$ cat src/rtl/ps2_mouse_transmitter.sv
// ps2_mouse_transmitter
// Host-to-device half of the PS/2 mouse link. Sends one command byte with
// the host-request sequence, then checks the device acknowledge.
// The top level owns the open-drain buffers; this block only produces
// drive enables and the data value.
//
// Ports:
//   CLK, RESET         system clock, synchronous active-high reset
//   CLK_MOUSE_IN       PS/2 clock as seen at the pin
//   DATA_MOUSE_IN      PS/2 data as seen at the pin
//   CLK_MOUSE_OUT_EN   1 = pull PS/2 clock low
//   DATA_MOUSE_OUT     value driven on PS/2 data when enabled
//   DATA_MOUSE_OUT_EN  1 = drive PS/2 data
//   SEND_BYTE          send request, sampled only while idle
//   BYTE_TO_SEND       command byte, captured with SEND_BYTE
//   BUSY               high whenever not idle
//   BYTE_SENT          one-cycle pulse, byte sent and acknowledged
//   SEND_ERROR         one-cycle pulse, timeout or missing acknowledge
module ps2_mouse_transmitter #(
  parameter int CLK_HOLD_CYCLES    = 12000,
  parameter int DATA_SETUP_CYCLES  = 20,
  parameter int FIRST_EDGE_TIMEOUT = 1500000,
  parameter int BIT_TIMEOUT        = 100000
) (
  input  logic       CLK,
  input  logic       RESET,
  input  logic       CLK_MOUSE_IN,
  input  logic       DATA_MOUSE_IN,
  output logic       CLK_MOUSE_OUT_EN,
  output logic       DATA_MOUSE_OUT,
  output logic       DATA_MOUSE_OUT_EN,
  input  logic       SEND_BYTE,
  input  logic [7:0] BYTE_TO_SEND,
  output logic       BUSY,
  output logic       BYTE_SENT,
  output logic       SEND_ERROR
);

  localparam logic [2:0] S_IDLE      = 3'd0;
  localparam logic [2:0] S_CLK_LOW   = 3'd1;
  localparam logic [2:0] S_DATA_LOW  = 3'd2;
  localparam logic [2:0] S_SEND_BITS = 3'd3;
  localparam logic [2:0] S_WAIT_ACK  = 3'd4;
  localparam logic [2:0] S_WAIT_IDLE = 3'd5;

  // Terminal counts are stored as limit-1 so a counter sitting at the
  // terminal value means "the limit is reached on this edge".
  localparam logic [20:0] HOLD_LAST  = 21'(CLK_HOLD_CYCLES - 1);
  localparam logic [20:0] SETUP_LAST = 21'(DATA_SETUP_CYCLES - 1);
  localparam logic [20:0] FIRST_LAST = 21'(FIRST_EDGE_TIMEOUT - 1);
  localparam logic [20:0] BIT_LAST   = 21'(BIT_TIMEOUT - 1);

  logic [2:0]  state;
  logic [20:0] cnt;
  logic [3:0]  bit_cnt;
  logic [7:0]  byte_q;
  logic        clk_prev;
  logic        fall;
  logic        timeout;
  logic [20:0] limit_last;

  assign fall = clk_prev & ~CLK_MOUSE_IN;
  assign BUSY = (state != S_IDLE);

  // The long first-edge window applies only until the device has produced
  // its first falling edge of the frame.
  always_comb begin
    limit_last = BIT_LAST;
    if (state == S_SEND_BITS && bit_cnt == 4'd0) limit_last = FIRST_LAST;
  end

  assign timeout = (cnt == limit_last);

  always_ff @(posedge CLK) begin
    if (RESET) begin
      state             <= S_IDLE;
      cnt               <= '0;
      bit_cnt           <= '0;
      byte_q            <= 8'h00;
      clk_prev          <= 1'b0;
      CLK_MOUSE_OUT_EN  <= 1'b0;
      DATA_MOUSE_OUT    <= 1'b0;
      DATA_MOUSE_OUT_EN <= 1'b0;
      BYTE_SENT         <= 1'b0;
      SEND_ERROR        <= 1'b0;
    end else begin
      clk_prev   <= CLK_MOUSE_IN;
      BYTE_SENT  <= 1'b0;
      SEND_ERROR <= 1'b0;
      case (state)
        S_IDLE: begin
          CLK_MOUSE_OUT_EN  <= 1'b0;
          DATA_MOUSE_OUT_EN <= 1'b0;
          DATA_MOUSE_OUT    <= 1'b0;
          cnt               <= '0;
          if (SEND_BYTE) begin
            byte_q           <= BYTE_TO_SEND;
            CLK_MOUSE_OUT_EN <= 1'b1;
            state            <= S_CLK_LOW;
          end
        end
        S_CLK_LOW: begin
          if (cnt == HOLD_LAST) begin
            cnt               <= '0;
            DATA_MOUSE_OUT_EN <= 1'b1;
            DATA_MOUSE_OUT    <= 1'b0;   // start bit
            state             <= S_DATA_LOW;
          end else begin
            cnt <= cnt + 21'd1;
          end
        end
        S_DATA_LOW: begin
          if (cnt == SETUP_LAST) begin
            CLK_MOUSE_OUT_EN <= 1'b0;
            cnt              <= '0;
            bit_cnt          <= '0;
            state            <= S_SEND_BITS;
          end else begin
            cnt <= cnt + 21'd1;
          end
        end
        S_SEND_BITS: begin
          if (timeout) begin
            DATA_MOUSE_OUT_EN <= 1'b0;
            SEND_ERROR        <= 1'b1;
            state             <= S_IDLE;
          end else if (fall) begin
            cnt     <= '0;
            bit_cnt <= bit_cnt + 4'd1;
            if (bit_cnt < 4'd8) begin
              DATA_MOUSE_OUT <= byte_q[bit_cnt[2:0]];
            end else if (bit_cnt == 4'd8) begin
              DATA_MOUSE_OUT <= ~^byte_q;
            end else begin
              // stop bit: release and let the pull-up supply the 1
              DATA_MOUSE_OUT_EN <= 1'b0;
              state             <= S_WAIT_ACK;
            end
          end else begin
            cnt <= cnt + 21'd1;
          end
        end
        S_WAIT_ACK: begin
          if (timeout) begin
            SEND_ERROR <= 1'b1;
            state      <= S_IDLE;
          end else if (fall) begin
            cnt <= '0;
            if (!DATA_MOUSE_IN) begin
              state <= S_WAIT_IDLE;
            end else begin
              SEND_ERROR <= 1'b1;
              state      <= S_IDLE;
            end
          end else begin
            cnt <= cnt + 21'd1;
          end
        end
        S_WAIT_IDLE: begin
          if (timeout) begin
            SEND_ERROR <= 1'b1;
            state      <= S_IDLE;
          end else if (CLK_MOUSE_IN && DATA_MOUSE_IN) begin
            BYTE_SENT <= 1'b1;
            state     <= S_IDLE;
          end else begin
            cnt <= cnt + 21'd1;
          end
        end
        default: begin
          CLK_MOUSE_OUT_EN  <= 1'b0;
          DATA_MOUSE_OUT_EN <= 1'b0;
          state             <= S_IDLE;
        end
      endcase
    end
  end

endmodule
$ cat config.mk
export PLATFORM = sky130hd
export DESIGN_NAME = ps2_mouse_transmitter
export DESIGN_NICKNAME = d
export VERILOG_FILES = /design/src/rtl/ps2_mouse_transmitter.sv
export SDC_FILE = /design/constraint.sdc
export NUM_CORES = 1
export LEC_CHECK = 0
export BUFFER_PORTS_ARGS = -buffer_cell sky130_fd_sc_hd__clkbuf_2
export CORE_MARGIN = 2
export CORE_UTILIZATION = 45
export CTS_CLUSTER_SIZE = 20
export DETAILED_ROUTE_END_ITERATION = 8
export GPL_TIMING_DRIVEN = 1
export PLACE_DENSITY = 0.61
export SETUP_SLACK_MARGIN = 0.2
export SYNTH_ARGS = -nofsm -noshare
export SYNTH_HDL_FRONTEND = slang
export SYNTH_SLANG_ARGS = --single-unit
$ cat constraint.sdc
create_clock -name CLK -period 2.75 [get_ports CLK]
set_input_delay 0.275 -clock CLK [delete_from_list [all_inputs] [get_ports CLK]]
set_output_delay 0.275 -clock CLK [all_outputs]
set_load 0.02 [all_outputs]
==> results of run 1 <==
[cells in the mapped netlist (6+ instances only)]
cell type  instances  area share, %
nand2_1           48            6.9
a21oi_1           42            8.0
dfxtp_1           42             32
o21ai_0           18            3.4
nor2_1            16            2.3
clkbuf_1          15            2.1
nand3_1           12            2.3
and3_1             9            2.1
nor2b_1            9            2.1
nand4b_1           8            2.7
or3_1              7            1.7
xnor2_1            7            2.3
and2_1             6            1.4
o41ai_1            6            2.0
[stage by stage]
stage | std cells | area (um^2)
after detailed placement | 430 | 2910
final | 442 | 3100
after CTS | 441 | 3040
after floorplan | 333 | 2620
after global placement | 430 | 2910
after global routing | 442 | 3100
[report_power, final]
part	internal (mW)	total [mW]	switching, mW
logic	0.0766	0.181	0.104
registers	0.620	0.634	0.0137
clock network	0.182	0.429	0.247
[worst max-delay path: cells and delay by family, from the launching register on]
family          cells  cell delay (ns)
simple gates        3             1.20
buf+inv             1             0.15
compound gates      3             0.62
flops               1             0.35
[per-layer routing]
metal / routed length (um) / global-route usage, %
met2: 3170 / 35.8
met1: 3400 / 35.8
met5: 0 / 0
met4: 127 / 7.80
met3: 470 / 4.83
[final cells by class]
type | instances | area (um^2)
tap | 72 | 90.1
sequential | 42 | 853
clock inverter | 3 | 23.8
multi-input combinational | 266 | 1720
fill | 543 | 2470
inverter | 6 | 22.5
clock buffer | 5 | 68.8
timing repair buffer | 48 | 327
[flip-flops by register name, indices dropped and copies added (netlist names)]
signal	count
BYTE_SENT	1
byte_q	8
bit_cnt	4
SEND_ERROR	1
clk_prev	1
CLK_MOUSE_OUT_EN	1
state	3
DATA_MOUSE_OUT_EN	1
cnt	21
DATA_MOUSE_OUT	1
[how the worst min path moves through the flow]
stage	startpoint	endpoint	cells past startpoint
6_report	BYTE_TO_SEND[4]	byte_q[4]$_SDFFE_PP0P_	3
5_1_grt	BYTE_TO_SEND[6]	byte_q[6]$_SDFFE_PP0P_	3
4_1_cts	BYTE_TO_SEND[6]	byte_q[6]$_SDFFE_PP0P_	3
3_5_place_dp	DATA_MOUSE_OUT$_SDFFE_PP0P_	DATA_MOUSE_OUT$_SDFFE_PP0P_	2
3_3_place_gp	DATA_MOUSE_OUT$_SDFFE_PP0P_	DATA_MOUSE_OUT$_SDFFE_PP0P_	2
2_1_floorplan	CLK_MOUSE_IN	clk_prev$_SDFF_PP0_	1
[what timing repair did]
item	in CTS	in global routing
setup buffers	3	1
gates resized for setup	5	18
pin swaps	2	9
setup endpoints to repair	17	25
[cell families after synthesis]
logic type	synth area share, %
AOI/OAI and AO/OA	23.8
muxes	1.72
and+or+nand+nor	33.6
buffers and inverters	4.01
adders and majority gates	1.43
DFF	32.1
xor gates and xnor gates	3.34
==> results.cfg, run 1 <==
[grt]
first_global_vias = 2485
grt_first_pass_wirelength_mm = 12.4
number_of_antenna_violations_at_the_first_check_in_global_routing = 0
grt-ovfl-total = 0
grt_max_degree = 22
gr_usage_total_pct = 24.5

[floorplan]
floorplan.die.width_um = 80.3
floorplan.core_area_um2 = 5570
number_of_top_level_design_ports = 19
overall_die_area_um2 = 6450
fp-row-count = 27
floorplan.initialDensity_pct = 47.0
die_height_um = 80.3

[setup_path]
crit_path_max_incr_delay_ns = 0.56
worstReg2RegStart = cnt[19]$_SDFFE_PP0P_
crit_path_start_kind = register
reg2reg_depth = 7
critical_path.startpoint = cnt[19]$_SDFFE_PP0P_
critical_path.reg2reg.endpoint = cnt[4]$_SDFFE_PP0P_
cp_max_fo = 7
critPathSlowestCell = or4b_4
critical_path_class = register to register
cp-end-kind = register
worst-r2r-setup-slack_ns = 0.30
critPathCapture = cnt[4]$_SDFFE_PP0P_
required_ns = 2.94
critical_path.cell_chain = or4b_4 -> or4_4 -> a221oi_4 -> nand2_4 -> buf_6 -> a32oi_1 -> o41ai_1
cp.arrival_ns = 2.64

[timing]
setup_violations = 0
slew_limit_headroom_pct = 62.0
finClkSkew_ns = 0.0114
fmaxAchievable_ghz = 0.408
timing_worst_slew_pin_value_ns = 0.567
final.setup.worst_slack_ns = 0.297
min_period_ns = 2.45
final.setup.tns_ns = 0
timing.hold.ws_ns = 0.171
timing.final.max_slew_violations = 0
finalHoldViolations = 0
rsz0062_at_grt = false
post-route-period-util_pct = 89.2

[place]
dpl_worst_slack_ns = 0.141
globalplace.congestion = 0.894
detailed_place_hpwl_mm = 5.20
portBuffers = 18

[clock_tree]
cts_htree_levels = 2
root_buffer = clkbuf_8
clkTransAtPathRegs_ns = 0.09
clock-sinks = 42
cts.path.max_buffers = 2
clk-insertion-delay-late_ns = 0.31
number_of_buffers_inserted_during_clock_tree_synthesis = 5
tritoncts = built
postCtsHoldBufs = 0

[outcome]
outcome = completed

[synthesis]
synth_nets = 349
yosys_reg_bits = 42
postSynth.topFlopCell = dfxtp_1
mappedNetlistArea_um2 = 2620
edff_count_synth = 0
ys_async_sr_fraction_pct = 0
post_synth.cell_area_avg_um2 = 7.87
proportion_of_synthesized_chip_area_in_sequential_cells_pct = 32.1
synth.distinct_cells = 59
ys.warnings.count = 0
syn_inst = 333

[detailed_routing]
drt_wl_total_mm = 7.17
detail_route.drc_violations = 0
wire_per_inst_um = 16.2
vias = 2726
drt_first_pass_iters = 4
final_antenna_violating_net_count = 0
avgViaCountPerCell = 6.17
drt-initial-drc-count = 348

[finish]
layout.cells.most_common_list = nand2_1 (47), a21oi_1 (42), dfxtp_1 (36)
syn_to_final_growth_pct = 18.4
postLayoutCoreUtil_pct = 55.7
layout.nets = 385
ratio_of_cells_with_drive_above_1_in_the_final_layout_pct = 22.2
layout.cells.most_common = nand2_1
antenna-diode-count = 0

[flow_run]
cap_viol_max_count = 0

[hold_path]
timing.hold.worst.class = input port to register

[power_and_ir_drop]
power_density_nw_per_um2 = 401
ir_drop_mv = 0.279
fin_total_pwr_mw = 1.24
leak_pwr_nw = 1.10
Power figures use the tool's default switching activity.
==> inputs of run 2 (changes only) <==
--- a/config.mk
+++ b/config.mk
@@ -5,12 +5,14 @@
 export SDC_FILE = /design/constraint.sdc
 export NUM_CORES = 1
 export LEC_CHECK = 0
+export ABC_AREA = 1
 export BUFFER_PORTS_ARGS = -buffer_cell sky130_fd_sc_hd__clkbuf_2
 export CORE_MARGIN = 2
 export CORE_UTILIZATION = 45
+export CTS_CLUSTER_DIAMETER = 200
 export CTS_CLUSTER_SIZE = 20
 export DETAILED_ROUTE_END_ITERATION = 8
-export GPL_TIMING_DRIVEN = 1
+export GPL_TIMING_DRIVEN = 0
 export PLACE_DENSITY = 0.61
 export SETUP_SLACK_MARGIN = 0.2
 export SYNTH_ARGS = -nofsm -noshare
==> run 2 against run 1 <==
Synthesized cell count rose by 53%; clock-buffer cell count grew 1; die area increased by 19%; sequential share of layout area shrank 3.2 points; first-iteration DRC count shrank 51%; largest power group is now combinational cells; clock power up 3%; setup slack gained 0.15 ns; non-clock buffer count down 12; sequential cell count is the same.
==> results.cfg, run 2 <==
[power_and_ir_drop]
power.combinational.fraction_pct = 48.4
share_clk_of_total_power_pct = 18.6
internal_power_mw = 1.28
power.net_switching_mw = 1.08
fin_total_pwr_mw = 2.36
netSwitchingFraction_pct = 45.8
power_density_nw_per_um2 = 682
ir_drop_mv = 0.482
leak_pwr_nw = 1.41
seq_power_share_pct = 33.0

[setup_path]
worst-r2r-setup-slack_ns = 0.45
cp-end-kind = register
critical_path_class = register to register
cp_max_fo = 7
worstReg2RegStart = cnt[0]$_SDFFE_PP0P_
crit_path_start_kind = register
reg2reg_depth = 11
required_ns = 2.94
cp.arrival_ns = 2.49
critical_path.reg2reg.endpoint = cnt[1]$_SDFFE_PP0P_

[timing]
setup_violations = 0
fmaxAchievable_ghz = 0.435
finClkSkew_ns = 0.00517
timing_worst_slew_pin_value_ns = 0.766
post-route-period-util_pct = 83.6
finalHoldViolations = 0
timing.hold.ws_ns = 0.215
rsz0062_at_grt = false
min_period_ns = 2.30
timing.final.max_slew_violations = 0
final.setup.tns_ns = 0
slew_limit_headroom_pct = 48.9

[floorplan]
die_height_um = 87.6
floorplan.die.width_um = 87.6
floorplan.core_area_um2 = 6790
number_of_top_level_design_ports = 19
overall_die_area_um2 = 7670
floorplan.initialDensity_pct = 46.3
fp-row-count = 30

[detailed_routing]
drt_first_pass_iters = 5
wire_per_inst_um = 14.0
drt_wl_total_mm = 8.85
drt-initial-drc-count = 169
vias = 3173
final_antenna_violating_net_count = 0
detail_route.drc_violations = 0
avgViaCountPerCell = 5.02

[synthesis]
synth_nets = 526
synth_top_cell_by_area = dfxtp_1
netlist.area_leader.share_pct = 26.8
edff_count_synth = 0
mappedNetlistArea_um2 = 3140
ys.warnings.count = 0
yosysMostFrequentCell = nand2_1
postSynth.topFlopCell = dfxtp_1
proportion_of_synthesized_chip_area_in_sequential_cells_pct = 26.8
netlist_top_cells_area = dfxtp_1 (27%), nand2_1 (16%), nor2_1 (9.4%)
synth.cells.most_frequent = nand2_1 (132), nor2_1 (79), inv_1 (53)
ys_async_sr_fraction_pct = 0
yosys_reg_bits = 42
post_synth.cell_area_avg_um2 = 6.16
syn_inst = 510
synth.distinct_cells = 35

[clock_tree]
clk-insertion-delay-late_ns = 0.29
number_of_buffers_inserted_during_clock_tree_synthesis = 5
clkTransAtPathRegs_ns = 0.09
cts_htree_levels = 2
postCtsHoldBufs = 0
clock-sinks = 42
tritoncts = built
cts.path.max_buffers = 2
cts_post_setup_buffers_inserted = 0
post_cts_sizing_count = 1
root_buffer = clkbuf_8

[finish]
postLayoutCoreUtil_pct = 51.0
fillCellCount = 702
antenna-diode-count = 0
ratio_of_cells_with_drive_above_1_in_the_final_layout_pct = 15.5
most_flop_heavy_register = cnt
layout.nets = 551
flip_flop_count_of_the_largest_register_all_copies_and_words_added = 21
multi_input_comb_area_um2 = 1960
post-route-cell-area_um2 = 3470
layout.cells.most_common_list = nand2_1 (132), nor2_1 (79), inv_1 (53)
syn_to_final_growth_pct = 10.3
sequential_cell_area_um2 = 842
layout.cells.most_common = nand2_1
biggestRegsByFlops = cnt: 21 flops, byte_q: 8 flops, bit_cnt: 4 flops

[grt]
gr_usage_total_pct = 24.4
grt_first_pass_wirelength_mm = 14.7
grt-ovfl-total = 0
first_global_vias = 2971
grt_max_degree = 14
number_of_antenna_violations_at_the_first_check_in_global_routing = 0

[place]
globalplace.congestion = 0.963
portBuffers = 18
post_dp_cell_area_um2 = 3350
detailed_place_hpwl_mm = 6.70

[hold_path]
hold_crit_endpoint = byte_q[1]$_SDFFE_PP0P_
worst_hold_startpoint = BYTE_TO_SEND[1]
worst_hold_path.num_cells = 3
timing.hold.worst.class = input port to register

[flow_run]
cap_viol_max_count = 0

[outcome]
outcome = completed
-- run 2: layout make-up --
cell class | instances | area share (%)
Sequential cell | 42 | 24.3
Inverter | 60 | 6.79
Timing Repair Buffer | 18 | 2.60
Clock buffer | 6 | 2.38
Buffer | 18 | 3.68
Clock inverter | 2 | 0.361
Tap cell | 96 | 3.47
Multi-Input combinational cell | 390 | 56.4
-- run 2: power groups by stage --
stage / combinational, mW / clock (mW) / sequential, mW
floorplan: 0.838 / 0 / 0.789
global route: 1.29 / 0.480 / 0.789
finish: 1.14 / 0.441 / 0.780
detailed placement: 1.13 / 0 / 0.790
CTS: 1.13 / 0.453 / 0.777
global placement: 1.11 / 0 / 0.789
-- run 2: kinds of logic after synthesis --
| family | synth area share, % |
|---|---|
| simple gates | 43.2 |
| buf+inv | 11.5 |
| compound gates | 11.8 |
| flops | 26.8 |
| xor+xnor | 5.57 |
| fa+ha+maj | 1.19 |
-- run 2: metrics by stage --
| step | instances | worst slack (ns) |
|---|---|---|
| 6_report | 632 | 0.451 |
| 5_1_grt | 632 | 0.259 |
| 4_1_cts | 632 | 0.220 |
| 3_5_place_dp | 624 | 0.151 |
| 3_3_place_gp | 624 | 0.202 |
| 2_1_floorplan | 510 | 0.886 |
-- run 2: critical path, stage by stage, from the launching register on --
cell and delay (ns):
dfxtp_2 0.42, ha_1 0.17, buf_2 0.21, nand3_2 0.19, nor3_2 0.22, nand3_1 0.17
nand2_1 0.12, nand2_1 0.12, nor2_1 0.10, o21ai_0 0.17, o21ai_1 0.23, nor2_1 0.07
-- run 2: how the worst max path moves through the flow --
stage               cells after the start                    start                     to
floorplan                              15  bit_cnt[0]$_SDFFE_PP0P_    cnt[4]$_SDFFE_PP0P_
global placement                       11      cnt[0]$_SDFFE_PP0P_    cnt[0]$_SDFFE_PP0P_
detailed placement                     11      cnt[0]$_SDFFE_PP0P_    cnt[1]$_SDFFE_PP0P_
CTS                                    11      cnt[0]$_SDFFE_PP0P_    cnt[1]$_SDFFE_PP0P_
global route                           12      cnt[0]$_SDFFE_PP0P_  state[0]$_SDFFE_PP0P_
finish                                 11      cnt[0]$_SDFFE_PP0P_    cnt[1]$_SDFFE_PP0P_
-- run 2: routing by layer --
layer | global-route usage [%] | wire, um | vias up
met5 | 0 | 0 | -
met1 | 36.5 | 4540 | 1401
met4 | 7.13 | 182 | 0
met2 | 36.3 | 3720 | 75
li1 | - | - | 1680
met3 | 3.39 | 403 | 17
==> inputs of run 3 (changes only) <==
==> constraint.sdc (replaced) <==
create_clock -name CLK -period 2.4 [get_ports CLK]
set_input_delay 0.24 -clock CLK [delete_from_list [all_inputs] [get_ports CLK]]
set_output_delay 0.24 -clock CLK [all_outputs]
set_load 0.02 [all_outputs]
==> run 3 against run 2 <==
Clock-buffer cell count unchanged; routed wire length increased by 1.9%; sequential share of layout area decreased by 0.56 points; sequential power increased by 14%; combinational power increased by 28%; die area unchanged; utilization increased by 1.6 points; non-clock buffer count increased by 8; global-route usage about the same; final area increased by 3.1%; critical path type unchanged.
==> results.cfg, run 3 (synthesis results as in run 2) <==
[floorplan]
floorplan.core_area_um2 = 6790
overall_die_area_um2 = 7670
number_of_top_level_design_ports = 19
fp-row-count = 30
die_height_um = 87.6
floorplan.die.width_um = 87.6
floorplan.initialDensity_pct = 46.3

[setup_path]
worstReg2RegStart = cnt[0]$_SDFFE_PP0P_
worst-r2r-setup-slack_ns = 0.34
crit_path_start_kind = register
critical_path.startpoint = cnt[0]$_SDFFE_PP0P_
critical_path.reg2reg.endpoint = cnt[12]$_SDFFE_PP0P_
required_ns = 2.56
cp.arrival_ns = 2.22
reg2reg_depth = 12
cp_max_fo = 7
cp-end-kind = register
critical_path_class = register to register

[hold_path]
worst_hold_path.num_cells = 3
worst_hold_startpoint = BYTE_TO_SEND[1]
hold_crit_endpoint = byte_q[1]$_SDFFE_PP0P_
timing.hold.worst.class = input port to register

[detailed_routing]
final_antenna_violating_net_count = 0
avgViaCountPerCell = 5.00
drt_wl_total_mm = 9.02
detail_route.drc_violations = 0
drt_first_pass_iters = 5
vias = 3200
wire_per_inst_um = 14.1
drt-initial-drc-count = 179

[clock_tree]
clkTransAtPathRegs_ns = 0.09
clock-sinks = 42
cts_htree_levels = 2
cts.path.max_buffers = 2
postCtsHoldBufs = 0
root_buffer = clkbuf_8
clk-insertion-delay-late_ns = 0.30
number_of_buffers_inserted_during_clock_tree_synthesis = 5
tritoncts = built

[finish]
syn_to_final_growth_pct = 13.7
ratio_of_cells_with_drive_above_1_in_the_final_layout_pct = 18.6
layout.cells.most_common_list = nand2_1 (130), nor2_1 (76), inv_1 (53)
layout.nets = 559
most_flop_heavy_register = cnt
finalNonFillerCells = 640
antenna-diode-count = 0
biggestRegsByFlops = cnt: 21 flops, byte_q: 8 flops, bit_cnt: 4 flops
flip_flop_count_of_the_largest_register_all_copies_and_words_added = 21
layout.cells.most_common = nand2_1

[place]
portBuffers = 18
placed_cells = 624
detailed_place_hpwl_mm = 6.70
globalplace.congestion = 0.963

[timing]
final.setup.tns_ns = 0
fmaxAchievable_ghz = 0.486
slew_limit_headroom_pct = 48.6
timing_worst_slew_pin_value_ns = 0.770
post-route-period-util_pct = 85.8
setup_violations = 0
timing.final.max_slew_violations = 0
min_period_ns = 2.06
finalHoldViolations = 0
finClkSkew_ns = 0.00444
rsz0062_at_grt = false

[outcome]
outcome = completed

[grt]
grt_first_pass_wirelength_mm = 14.7
grt-ovfl-total = 0
number_of_antenna_violations_at_the_first_check_in_global_routing = 0
grt_max_degree = 14
gr_usage_total_pct = 24.4
first_global_vias = 2963

[flow_run]
cap_viol_max_count = 0

[power_and_ir_drop]
ir_drop_mv = 0.553
power_density_nw_per_um2 = 798
leak_pwr_nw = 1.47
==> run 3: layout make-up <==
class | instances | area (um^2)
Clock inverter | 2 | 12.5
Inverter | 60 | 236
Multi-Input combinational cell | 390 | 1990
Fill cell | 688 | 3220
Sequential cell | 42 | 848
Buffer | 18 | 134
Timing Repair Buffer | 26 | 154
Tap cell | 96 | 120
Clock buffer | 6 | 82.6
==> run 3: metal layers <==
layer  track usage, %  part of all wire, %
met3             3.20                  3.9
met5                0                    0
met4             6.01                  1.5
met1             36.5                   52
met2             37.1                   43
==> run 3: worst max-delay path by stage <==
stage | endpoint | cells after the start
finish | cnt[12]$_SDFFE_PP0P_ | 12
global route | cnt[19]$_SDFFE_PP0P_ | 14
CTS | cnt[1]$_SDFFE_PP0P_ | 11
detailed placement | cnt[1]$_SDFFE_PP0P_ | 11
global placement | cnt[0]$_SDFFE_PP0P_ | 11
floorplan | cnt[4]$_SDFFE_PP0P_ | 15
==> run 3: power by group <==
part           switching, mW  total [mW]  leakage, nW  internal (mW)
Clock                  0.274       0.506       0.0472          0.232
Sequential            0.0873       0.891        0.343          0.803
Combinational          0.928        1.46         1.08          0.527
Total                   1.29        2.85         1.47           1.56
==> run 3: per-stage QoR <==
step / setup slack (ns) / hold WS (ns) / area (um^2) / utilization [%] / power (mW)
after global routing: 0.203 / 0.186 / 3570 / 52.6 / 3.07
after detailed placement: -0.199 / 0.455 / 3350 / 49.4 / 2.20
after CTS: 0.211 / 0.183 / 3480 / 51.2 / 2.73
after floorplan: 0.536 / 0.365 / 3140 / - / 1.86
final: 0.341 / 0.180 / 3570 / 52.6 / 2.85
after global placement: -0.148 / 0.447 / 3350 / 49.4 / 2.18
==> run 3: repair_timing <==
item                       in CTS  in global routing
setup buffers                   0                  7
setup endpoints to repair      20                 25
gates resized for setup         8                 16
pin swaps                       1                  4
gates cloned                    0                  1
==> run 3: critical path: stages (launching register included) <==
cell,delay [ns]
dfxtp_4,0.37
ha_1,0.16
buf_6,0.14
nand3_4,0.11
nor3_4,0.23
nand3_2,0.11
nand2_2,0.09
nand2_2,0.09
nor3_4,0.28
buf_6,0.17
nor2_1,0.04
nand2_1,0.06
a21oi_1,0.06
